--- config.mk ---
export PLATFORM = sky130hd
export DESIGN_NAME = turn_sequencer_flat
export DESIGN_NICKNAME = d
export VERILOG_FILES = /design/src/rtl/turn_sequencer_pkg.sv /design/src/rtl/turn_sequencer_if.sv /design/src/rtl/turn_sequencer_timer.sv /design/src/rtl/turn_sequencer.sv /design/src/flat_wrapper.sv
export SDC_FILE = /design/constraint.sdc
export NUM_CORES = 1
export LEC_CHECK = 0
export CAP_MARGIN = 20
export CORE_AREA = 5 5 143 145
export DETAILED_ROUTE_END_ITERATION = 12
export DIE_AREA = 0 0 148 150
export GPL_TIMING_DRIVEN = 0
export REMOVE_ABC_BUFFERS = 1
export SLEW_MARGIN = 25
export SYNTH_ARGS = -nofsm -noshare
export SYNTH_HDL_FRONTEND = slang
export SYNTH_SLANG_ARGS = --single-unit
--- constraint.sdc ---
create_clock -name clk -period 3.5 [get_ports clk]
set_input_delay 0.7 -clock clk [delete_from_list [all_inputs] [get_ports clk]]
set_output_delay 0.7 -clock clk [all_outputs]
set_load 0.02 [all_outputs]
--- src/rtl/turn_sequencer_pkg.sv ---
// ---------------------------------------------------------------------------
// game_pkg: shared types and constants for the memory-pair turn sequencer.
//   turn_state_t : controller states (PICK1, PICK2, SHOW, CHECK, DONE)
//   N_CELLS      : board cells (4x4)
//   VAL_W        : card value width
//   MAX_PAIRS    : pairs on the board, also the score ceiling
//   sat_inc      : score increment that never goes past MAX_PAIRS
// ---------------------------------------------------------------------------
package game_pkg;

  localparam int N_CELLS   = 16;
  localparam int VAL_W     = 4;
  localparam int MAX_PAIRS = N_CELLS / 2;

  typedef enum logic [2:0] {
    PICK1 = 3'd0,
    PICK2 = 3'd1,
    SHOW  = 3'd2,
    CHECK = 3'd3,
    DONE  = 3'd4
  } turn_state_t;

  // A correct game can never push a score past MAX_PAIRS; this only guards it.
  function automatic logic [3:0] sat_inc(input logic [3:0] s);
    return (s >= 4'(MAX_PAIRS)) ? s : s + 4'd1;
  endfunction

endpackage

--- src/rtl/turn_sequencer_if.sv ---
// ---------------------------------------------------------------------------
// turn_sequencer_if: groups the sequencer's button, board and display signals.
//   move_p, select_p : one-cycle pulses from the button front end
//   rd_addr/rd_data  : board lookup (rd_data is combinational from rd_addr)
//   cursor, revealed, matched, player, score1, score2, game_over : display
// modport master : the sequencer side
// modport slave  : the board / buttons / display side
// ---------------------------------------------------------------------------
interface turn_sequencer_if #(
  parameter int N_CELLS = 16,
  parameter int VAL_W   = 4
);
  localparam int IDX_W = $clog2(N_CELLS);

  logic               move_p;
  logic               select_p;
  logic [IDX_W-1:0]   rd_addr;
  logic [VAL_W-1:0]   rd_data;
  logic [IDX_W-1:0]   cursor;
  logic [N_CELLS-1:0] revealed;
  logic [N_CELLS-1:0] matched;
  logic               player;
  logic [3:0]         score1;
  logic [3:0]         score2;
  logic               game_over;

  modport master (
    input  move_p, select_p, rd_data,
    output rd_addr, cursor, revealed, matched, player, score1, score2, game_over
  );

  modport slave (
    output move_p, select_p, rd_data,
    input  rd_addr, cursor, revealed, matched, player, score1, score2, game_over
  );

endinterface

--- src/rtl/turn_sequencer_timer.sv ---
// ---------------------------------------------------------------------------
// turn_timer: loadable down-counter with a zero flag.
//   clk, rst  : clock, asynchronous active-low reset (clears the count)
//   clr       : synchronous clear to zero (highest priority)
//   load      : load load_val
//   en        : count down by one, stopping at zero
//   zero      : count is zero
// ---------------------------------------------------------------------------
module turn_timer #(
  parameter int W = 8
) (
  input  logic         clk,
  input  logic         rst,
  input  logic         clr,
  input  logic         load,
  input  logic         en,
  input  logic [W-1:0] load_val,
  output logic         zero
);

  logic [W-1:0] cnt_q, cnt_d;

  always_comb begin
    cnt_d = cnt_q;
    if (clr)                     cnt_d = '0;
    else if (load)               cnt_d = load_val;
    else if (en && cnt_q != '0)  cnt_d = cnt_q - W'(1);
  end

  always_ff @(posedge clk or negedge rst) begin
    if (!rst) cnt_q <= '0;
    else      cnt_q <= cnt_d;
  end

  assign zero = (cnt_q == '0);

endmodule

--- src/rtl/turn_sequencer.sv ---
// ---------------------------------------------------------------------------
// turn_sequencer: game controller for the 4x4 memory-pair board. Owns the
// cursor, reveal/match masks, whose turn it is and both scores.
//   clk  : system clock
//   rst  : asynchronous active-low reset
//   bus  : turn_sequencer_if.master (pulses in, board lookup, display outputs)
// All outputs are registered and move the cycle after the triggering pulse.
// Optional build macro TURN_TIMEOUT_EN: adds an idle timer that forfeits the
// turn after TIMEOUT_CYC cycles without a valid pick. Without it no timer
// exists and a turn never expires.
// ---------------------------------------------------------------------------
module turn_sequencer
  import game_pkg::*;
#(
  parameter int N_CELLS     = game_pkg::N_CELLS,
  parameter int VAL_W       = game_pkg::VAL_W,
  parameter int SHOW_CYC    = 50_000_000,
  parameter int TIMEOUT_CYC = 500_000_000
) (
  input  logic             clk,
  input  logic             rst,
  turn_sequencer_if.master bus
);

  localparam int IDX_W  = $clog2(N_CELLS);
  localparam int SHOW_W = $clog2(SHOW_CYC + 1);

  turn_state_t        state_q, state_d;
  logic [IDX_W-1:0]   cursor_q, cursor_d;
  logic [IDX_W-1:0]   first_idx_q, first_idx_d;
  logic [IDX_W-1:0]   second_idx_q, second_idx_d;
  logic [VAL_W-1:0]   first_val_q, first_val_d;
  logic [N_CELLS-1:0] revealed_q, revealed_d;
  logic [N_CELLS-1:0] matched_q, matched_d;
  logic               player_q, player_d;
  logic [3:0]         score1_q, score1_d;
  logic [3:0]         score2_q, score2_d;
  logic               game_over_q, game_over_d;

  logic in_pick, sel_ok, show_load, show_zero, tmo_fire;

  assign in_pick = (state_q == PICK1) || (state_q == PICK2);
  // Face-down, unmatched cells only; any other select leaves the timer alone.
  assign sel_ok  = in_pick && bus.select_p &&
                   !matched_q[cursor_q] && !revealed_q[cursor_q];

  turn_timer #(.W(SHOW_W)) u_show_timer (
    .clk      (clk),
    .rst      (rst),
    .clr      (1'b0),
    .load     (show_load),
    .en       (state_q == SHOW),
    .load_val (SHOW_W'(SHOW_CYC - 1)),
    .zero     (show_zero)
  );

`ifdef TURN_TIMEOUT_EN
  localparam int TMO_W = $clog2(TIMEOUT_CYC + 1);
  logic tmo_armed_q, tmo_zero, tmo_load;

  // The counter comes out of reset at zero; the armed flag keeps that from
  // looking like an expiry and reloads it on the first cycle after reset.
  assign tmo_fire = in_pick && tmo_armed_q && tmo_zero && !sel_ok;
  assign tmo_load = !tmo_armed_q || sel_ok || tmo_fire || (state_d != state_q);

  turn_timer #(.W(TMO_W)) u_tmo_timer (
    .clk      (clk),
    .rst      (rst),
    .clr      (1'b0),
    .load     (tmo_load),
    .en       (in_pick),
    .load_val (TMO_W'(TIMEOUT_CYC - 1)),
    .zero     (tmo_zero)
  );

  always_ff @(posedge clk or negedge rst) begin
    if (!rst) tmo_armed_q <= 1'b0;
    else      tmo_armed_q <= 1'b1;
  end
`else
  assign tmo_fire = 1'b0;
`endif

  always_comb begin
    state_d      = state_q;
    cursor_d     = cursor_q;
    first_idx_d  = first_idx_q;
    second_idx_d = second_idx_q;
    first_val_d  = first_val_q;
    revealed_d   = revealed_q;
    matched_d    = matched_q;
    player_d     = player_q;
    score1_d     = score1_q;
    score2_d     = score2_q;
    show_load    = 1'b0;

    // The select below always uses cursor_q, i.e. the pre-increment cell.
    if (in_pick && bus.move_p) cursor_d = cursor_q + IDX_W'(1);

    case (state_q)
      PICK1: begin
        if (sel_ok) begin
          first_idx_d          = cursor_q;
          first_val_d          = bus.rd_data;
          revealed_d[cursor_q] = 1'b1;
          state_d              = PICK2;
        end else if (tmo_fire) begin
          player_d = ~player_q;
        end
      end
      PICK2: begin
        if (sel_ok) begin
          second_idx_d = cursor_q;
          if (bus.rd_data == first_val_q) begin
            matched_d[first_idx_q] = 1'b1;
            matched_d[cursor_q]    = 1'b1;
            revealed_d[first_idx_q] = 1'b0;
            if (player_q) score2_d = sat_inc(score2_q);
            else          score1_d = sat_inc(score1_q);
            state_d = CHECK;
          end else begin
            revealed_d[cursor_q] = 1'b1;
            show_load            = 1'b1;
            state_d              = SHOW;
          end
        end else if (tmo_fire) begin
          revealed_d[first_idx_q] = 1'b0;
          player_d                = ~player_q;
          state_d                 = PICK1;
        end
      end
      SHOW: begin
        if (show_zero) begin
          revealed_d[first_idx_q]  = 1'b0;
          revealed_d[second_idx_q] = 1'b0;
          player_d                 = ~player_q;
          state_d                  = PICK1;
        end
      end
      CHECK: begin
        // A match keeps the turn with the same player.
        state_d = (&matched_q) ? DONE : PICK1;
      end
      default: ;  // DONE holds everything until reset
    endcase

    game_over_d = (state_d == DONE);
  end

  always_ff @(posedge clk or negedge rst) begin
    if (!rst) begin
      state_q      <= PICK1;
      cursor_q     <= '0;
      first_idx_q  <= '0;
      second_idx_q <= '0;
      first_val_q  <= '0;
      revealed_q   <= '0;
      matched_q    <= '0;
      player_q     <= 1'b0;
      score1_q     <= '0;
      score2_q     <= '0;
      game_over_q  <= 1'b0;
    end else begin
      state_q      <= state_d;
      cursor_q     <= cursor_d;
      first_idx_q  <= first_idx_d;
      second_idx_q <= second_idx_d;
      first_val_q  <= first_val_d;
      revealed_q   <= revealed_d;
      matched_q    <= matched_d;
      player_q     <= player_d;
      score1_q     <= score1_d;
      score2_q     <= score2_d;
      game_over_q  <= game_over_d;
    end
  end

  assign bus.rd_addr   = cursor_q;
  assign bus.cursor    = cursor_q;
  assign bus.revealed  = revealed_q;
  assign bus.matched   = matched_q;
  assign bus.player    = player_q;
  assign bus.score1    = score1_q;
  assign bus.score2    = score2_q;
  assign bus.game_over = game_over_q;

endmodule

--- src/flat_wrapper.sv ---
// flat-port wrapper written by rule: the top's interface ports become plain ports
module turn_sequencer_flat import game_pkg::*;
#(
  parameter int N_CELLS     = game_pkg::N_CELLS,
  parameter int VAL_W       = game_pkg::VAL_W,
  parameter int SHOW_CYC    = 50_000_000,
  parameter int TIMEOUT_CYC = 500_000_000
)
  (clk, rst, bus_move_p, bus_select_p, bus_rd_data, bus_rd_addr, bus_cursor, bus_revealed, bus_matched, bus_player, bus_score1, bus_score2, bus_game_over);
  turn_sequencer_if #(.N_CELLS(N_CELLS), .VAL_W(VAL_W)) bus_i ();
  input  logic clk;
  input  logic rst;
  input wire logic [$bits(bus_i.move_p)-1:0] bus_move_p;
  input wire logic [$bits(bus_i.select_p)-1:0] bus_select_p;
  input wire logic [$bits(bus_i.rd_data)-1:0] bus_rd_data;
  output wire logic [$bits(bus_i.rd_addr)-1:0] bus_rd_addr;
  output wire logic [$bits(bus_i.cursor)-1:0] bus_cursor;
  output wire logic [$bits(bus_i.revealed)-1:0] bus_revealed;
  output wire logic [$bits(bus_i.matched)-1:0] bus_matched;
  output wire logic [$bits(bus_i.player)-1:0] bus_player;
  output wire logic [$bits(bus_i.score1)-1:0] bus_score1;
  output wire logic [$bits(bus_i.score2)-1:0] bus_score2;
  output wire logic [$bits(bus_i.game_over)-1:0] bus_game_over;
  assign bus_i.move_p = bus_move_p;
  assign bus_i.select_p = bus_select_p;
  assign bus_i.rd_data = bus_rd_data;
  assign bus_rd_addr = bus_i.rd_addr;
  assign bus_cursor = bus_i.cursor;
  assign bus_revealed = bus_i.revealed;
  assign bus_matched = bus_i.matched;
  assign bus_player = bus_i.player;
  assign bus_score1 = bus_i.score1;
  assign bus_score2 = bus_i.score2;
  assign bus_game_over = bus_i.game_over;
  turn_sequencer #(.N_CELLS(N_CELLS), .VAL_W(VAL_W), .SHOW_CYC(SHOW_CYC), .TIMEOUT_CYC(TIMEOUT_CYC)) u_core (.clk(clk), .rst(rst), .bus(bus_i));
endmodule
* Word-level counts from Yosys, hierarchy flattened
Index checks and enable logic that the tools add are counted.
Word-level totals: register bits 87, word-level logic and storage cells 92, output and inout port bits 50, input bits 8
Operators by class: eq/ne operators 8, bitwise logic cells 10, add/subtract/negate cells 4, mux-type cells 26, magnitude comparators 8, reductions and logical operators 24
Operator list (count):
- $mux W16 | 4
- $mux W26 | 2
- $or A16 B16 Y16 | 3
- $pmux W16 S3 | 1
- $and A16 B16 Y16 | 2
- $not A16 Y16 | 2
- $logic_not A26 Y1 | 1
- $reduce_bool A26 Y1 | 1
- $sub A26 B1 Y26 const B | 1
- $reduce_and A16 Y1 | 1
- $lt A4 B5 Y1 const B | 3
- $add A4 B1 Y4 const B | 3
- $demux W1 S4 | 3
- $ge A4 B1 Y1 const B | 3
- $mux W3 | 4
- $pmux W3 S4 | 1
- $reduce_and A5 Y1 | 2
- $mux W1 | 9
- $bmux W1 S4 | 2
- $ge A4 B4 Y1 const B | 2
- $logic_and A1 B1 Y1 | 8
- $eq A3 B2 Y1 const B | 2
- $ne A2 B1 Y1 const B | 3
- $reduce_and A2 Y1 | 3
- other kinds (11) | 14

* Depth between registers and ports, before layout
depth after elaboration 9, gate-level depth with buffers 8, mapped depth without buffers 8

* Cells and area by module
A second synthesis with hierarchy kept.
Second synthesis, totals: cells, all modules 536, area, all modules 5118.7 sq um
Modules (own cells, without submodules):
- turn_sequencer | seq. area each 1526.5 sq um, cells each 347, area an instance 3357.0 sq um, instances 1
- turn_timer | seq. area each 650.6 sq um, cells each 189, area an instance 1761.7 sq um, instances 1

* Least setup slack after synthesis
OpenSTA, ideal clock, no wires.
kind flip-flop to flip-flop, start register u_core.cursor_q[1], in the netlist u_core.bus.cursor[1], end register u_core.score1_q[1], in the netlist u_core.bus.score1[1], library setup time 125 ps, cell stages (with the launch flop) 8, clock period less this slack 2707 ps, data arrival time 2582 ps, slack 793 ps, buffers on the path 1, required time 3375 ps, path through dfrtp_1 buf_6 nor3_2 nor4_1 or4_4 or4b_4 or3_4 mux2_4
Between the ends: longest elaborated chain between the ends 6, elaborated cells between the ends (all ways) 9, those cells by class 4 x mux; 5 x reduce/logical
Ends and longest elaborated chain:
- start: declaration | RTL line turn_sequencer.sv:29 | logic [IDX_W-1:0] cursor_q, cursor_d;
- start signal: assignment | RTL line turn_sequencer.sv:165 | cursor_q <= cursor_d;
- $bmux W1 S4 | RTL line turn_sequencer.sv:45 | !matched_q[cursor_q] && !revealed_q[cursor_q];
- $mux W1 (not written as such) | RTL line turn_sequencer.sv:45
- $logic_not A1 Y1 | RTL line turn_sequencer.sv:45
- $logic_and A1 B1 Y1 | RTL line turn_sequencer.sv:44 | assign sel_ok = in_pick && bus.select_p &&
- $logic_and A1 B1 Y1 * | RTL line turn_sequencer.sv:45
- $reduce_and A5 Y1 (no source line) *
- end signal: assignment | RTL line turn_sequencer.sv:172 | score1_q <= score1_d;
- end: declaration | RTL line turn_sequencer.sv:36 | logic [3:0] score1_q, score1_d;
Every way passes the cells marked *; elsewhere a longest branch is shown, timed or not. The select of a mux whose other input is x is not followed. A chain may end at the register's enable or synchronous reset.

* Final worst setup path
Ends and elaborated chain as after synthesis.

==> impl_metrics.toml <==
[status]
status = "finished, final reports clean"

[place]
hpwl_um = 8980
globalplace.congestion = 0.921
port_buffers = 57

[yosys]
yosysWarnings = 0
synth.avg_cell_area_sq_um = 9.94
postSynthCellCount = 469
ys_async_sr_fraction = 1.00
synth_edf_count = 0
syn_area_sq_um = 4660
yosys_register_bits = 87
ys_seq_area_frac = 0.467
synthFlopType = "dfrtp_1"
ys_types = 65

[timing]
timing.final.crit_period_ps = 3330
finalCritPeriodShare = 0.950
setup_viol = 0
hold_viol = 0
worst_pin_slew_ps = 942
maxSlewHeadroom = 0.367
fmax_ghz = 0.301
slew_violations = 0
finClkSkew_ps = 10.5
rsz0062_at_grt = "no"

[cts]
numCtsBuffers = 9
tritoncts = "yes"
clk_path_buf_depth = 2
path_clk_slew_ps = 60
cts.sinks = 87
htreeDepth = 3
cts_setup_buffers = 0
cts-root-buf = "clkbuf_16"
insertion_delay_ps = 350

[worst_setup_path]
required_ps = 3730
max_stage_delay_ps = 800
path_max_fanout = 23
critPathTopFamily = "simple AND/OR/NAND/NOR gates"
ff2ff_setup_slack_ps = 170
setup.worst_path.end_class = "flop"
path_cells = "inv_1, o41ai_1, o32ai_2, or4b_4, or3_4, mux2_4"
startpoint_type = "flop"
slowest_stage = "dfrtp_1"
path_class = "reg -> reg"
arrival_ps = 3560
worst-path-buf-inv = 1

[drt]
drtIter0Drc = 238
vias_per_cell = 5.11
drt-total-wl_um = 12600
dr.pass1.iters = 5
vias = 3819
ant_nets = 0
route.detailed.drc = 0
routedWlPerCell_um = 16.9

[worst_hold_path]
hold_path_class = "in -> async"

[global_route]
grt_pass1_wl_um = 20200
antenna_found_initial = 0
grt_pass1_vias = 3730
globalRouteOverflowTotal = 0
grt_usage = 0.116
grt_max_degree = 70

[power_and_ir_drop]
powerDensity_nw_per_um2 = 343
ir_worst_vdd_v = 0.000192
power_uw = 1960
power.leakage_uw = 0.00212

[cells_and_area]
nets = 525
antenna_cells = 0
final_util = 0.299
fillCellCount = 1971
final_cell_mix = "dfrtp_1, clkdlybuf4s50_1, nand2_1"
layout-area-overhead-vs-synth_pct = 22.4
drive_above_1_share = 0.0882
final_common_cell = "dfrtp_1"

[floorplan]
die_y_um = 150
core_area_sq_um = 19100
die_w_um = 148
ioPinCount = 58
die-area_sq_um = 22200
start_util = 0.244
placementRows = 51

[run]
cap_violations = 0
[report_power, final]
| group | switching [uW] | internal (uW) | total, uW |
|---|---|---|---|
| sequential | 0 | 1010 | 1010 |
| clock | 375 | 540 | 915 |
| combinational | 23.0 | 12.0 | 35.0 |
| total | 398 | 1560 | 1960 |
[through the flow]
step                      instances  setup WS [ps]  hold WS, ps  TNS [ps]  cell area, sq um
after floorplan                 439            477          404         0              4510
after global placement          734          -1530          493   -133650              5380
after detailed placement        735          -50.5          501      -381              5420
after CTS                       748            123          191         0              5700
after global routing            748           51.2          201         0              5710
final                           748            174          189         0              5710
[sequential cells by signal, indices dropped and copies added, names as in the netlist, 4 cells and up]
signal                     count
u_core.bus.score2              4
u_core.second_idx_q            4
u_core.bus.score1              4
u_core.first_idx_q             4
u_core.bus.revealed           16
u_core.first_val_q             4
u_core.bus.cursor              4
u_core.bus.matched            16
u_core.u_show_timer.cnt_q     26
[worst paths after layout]
check	from	end	cells past startpoint
hold / removal	rst	u_core.bus.revealed[10]	1
hold reg to reg	u_core.bus.score1[2]	u_core.bus.score1[2]	1
max in group asynchronous	rst	u_core.bus.score1[3]	2
min in group clk	u_core.bus.score1[2]	u_core.bus.score1[2]	1
setup / recovery	u_core.bus.cursor[1]	u_core.bus.score1[1]	6
setup reg to reg	u_core.bus.cursor[1]	u_core.bus.score1[1]	6
[Yosys cell counts, types with 3 or more instances]
cell / count / area, sq um
dfrtp_1: 87 / 2180
nand2_1: 46 / 173
nor2_1: 40 / 150
a21oi_1: 20 / 100
xnor2_1: 19 / 166
o21bai_1: 18 / 135
a31oi_1: 16 / 100
inv_1: 15 / 56.3
xor2_1: 15 / 131
mux2_2: 14 / 158
nor2b_1: 11 / 68.8
nor4_1: 11 / 68.8
clkbuf_1: 10 / 37.5
nor3_1: 10 / 50.1
a22oi_1: 9 / 67.6
ha_1: 9 / 113
nand3_1: 9 / 45.0
nand4_1: 8 / 50.1
o21ai_0: 7 / 35.0
a32oi_1: 6 / 52.6
buf_2: 6 / 30.0
buf_4: 6 / 45.0
nand2b_1: 6 / 37.5
o32ai_1: 6 / 52.6
buf_1: 5 / 18.8
a22o_1: 4 / 35.0
and2_1: 3 / 18.8
nor3b_1: 3 / 22.5
o22ai_1: 3 / 18.8
or4_1: 3 / 22.5
[metal layers]
| layer | global-route usage | part of all wire | up-vias |
|---|---|---|---|
| met5 | 0 | 0 | - |
| met4 | 0.0573 | 0.030 | 0 |
| met3 | 0.0369 | 0.072 | 35 |
| met2 | 0.176 | 0.45 | 125 |
| met1 | 0.149 | 0.45 | 1880 |
| li1 | - | - | 1779 |
[area by class of cell]
type | count | area [sq um] | share of cell area
timing repair buffer | 58 | 599 | 0.105
clock inverter | 2 | 35.0 | 0.00614
sequential | 87 | 2180 | 0.381
clock buffer | 11 | 233 | 0.0408
inverter | 15 | 56.3 | 0.00987
tap | 238 | 298 | 0.0522
multi-input combinational | 337 | 2310 | 0.405
[cells by family after synthesis]
logic type                 Yosys count  share of synthesized area
xor gates and xnor gates            34                     0.0639
and+or+nand+nor                    172                      0.194
adders and majority gates            9                     0.0242
DFF                                 87                      0.467
muxes                               16                     0.0419
AOI/OAI and AO/OA                  106                      0.164
buffers and inverters               45                     0.0448
[timing repair]
action,4_1_cts,5_1_grt
setup endpoints to repair,11,1
endpoints found under the hold margin,0,0
hold buffers,0,0
gates cloned,0,0
resized for setup,1,1
No activity file was read; power rests on OpenSTA's default activity.
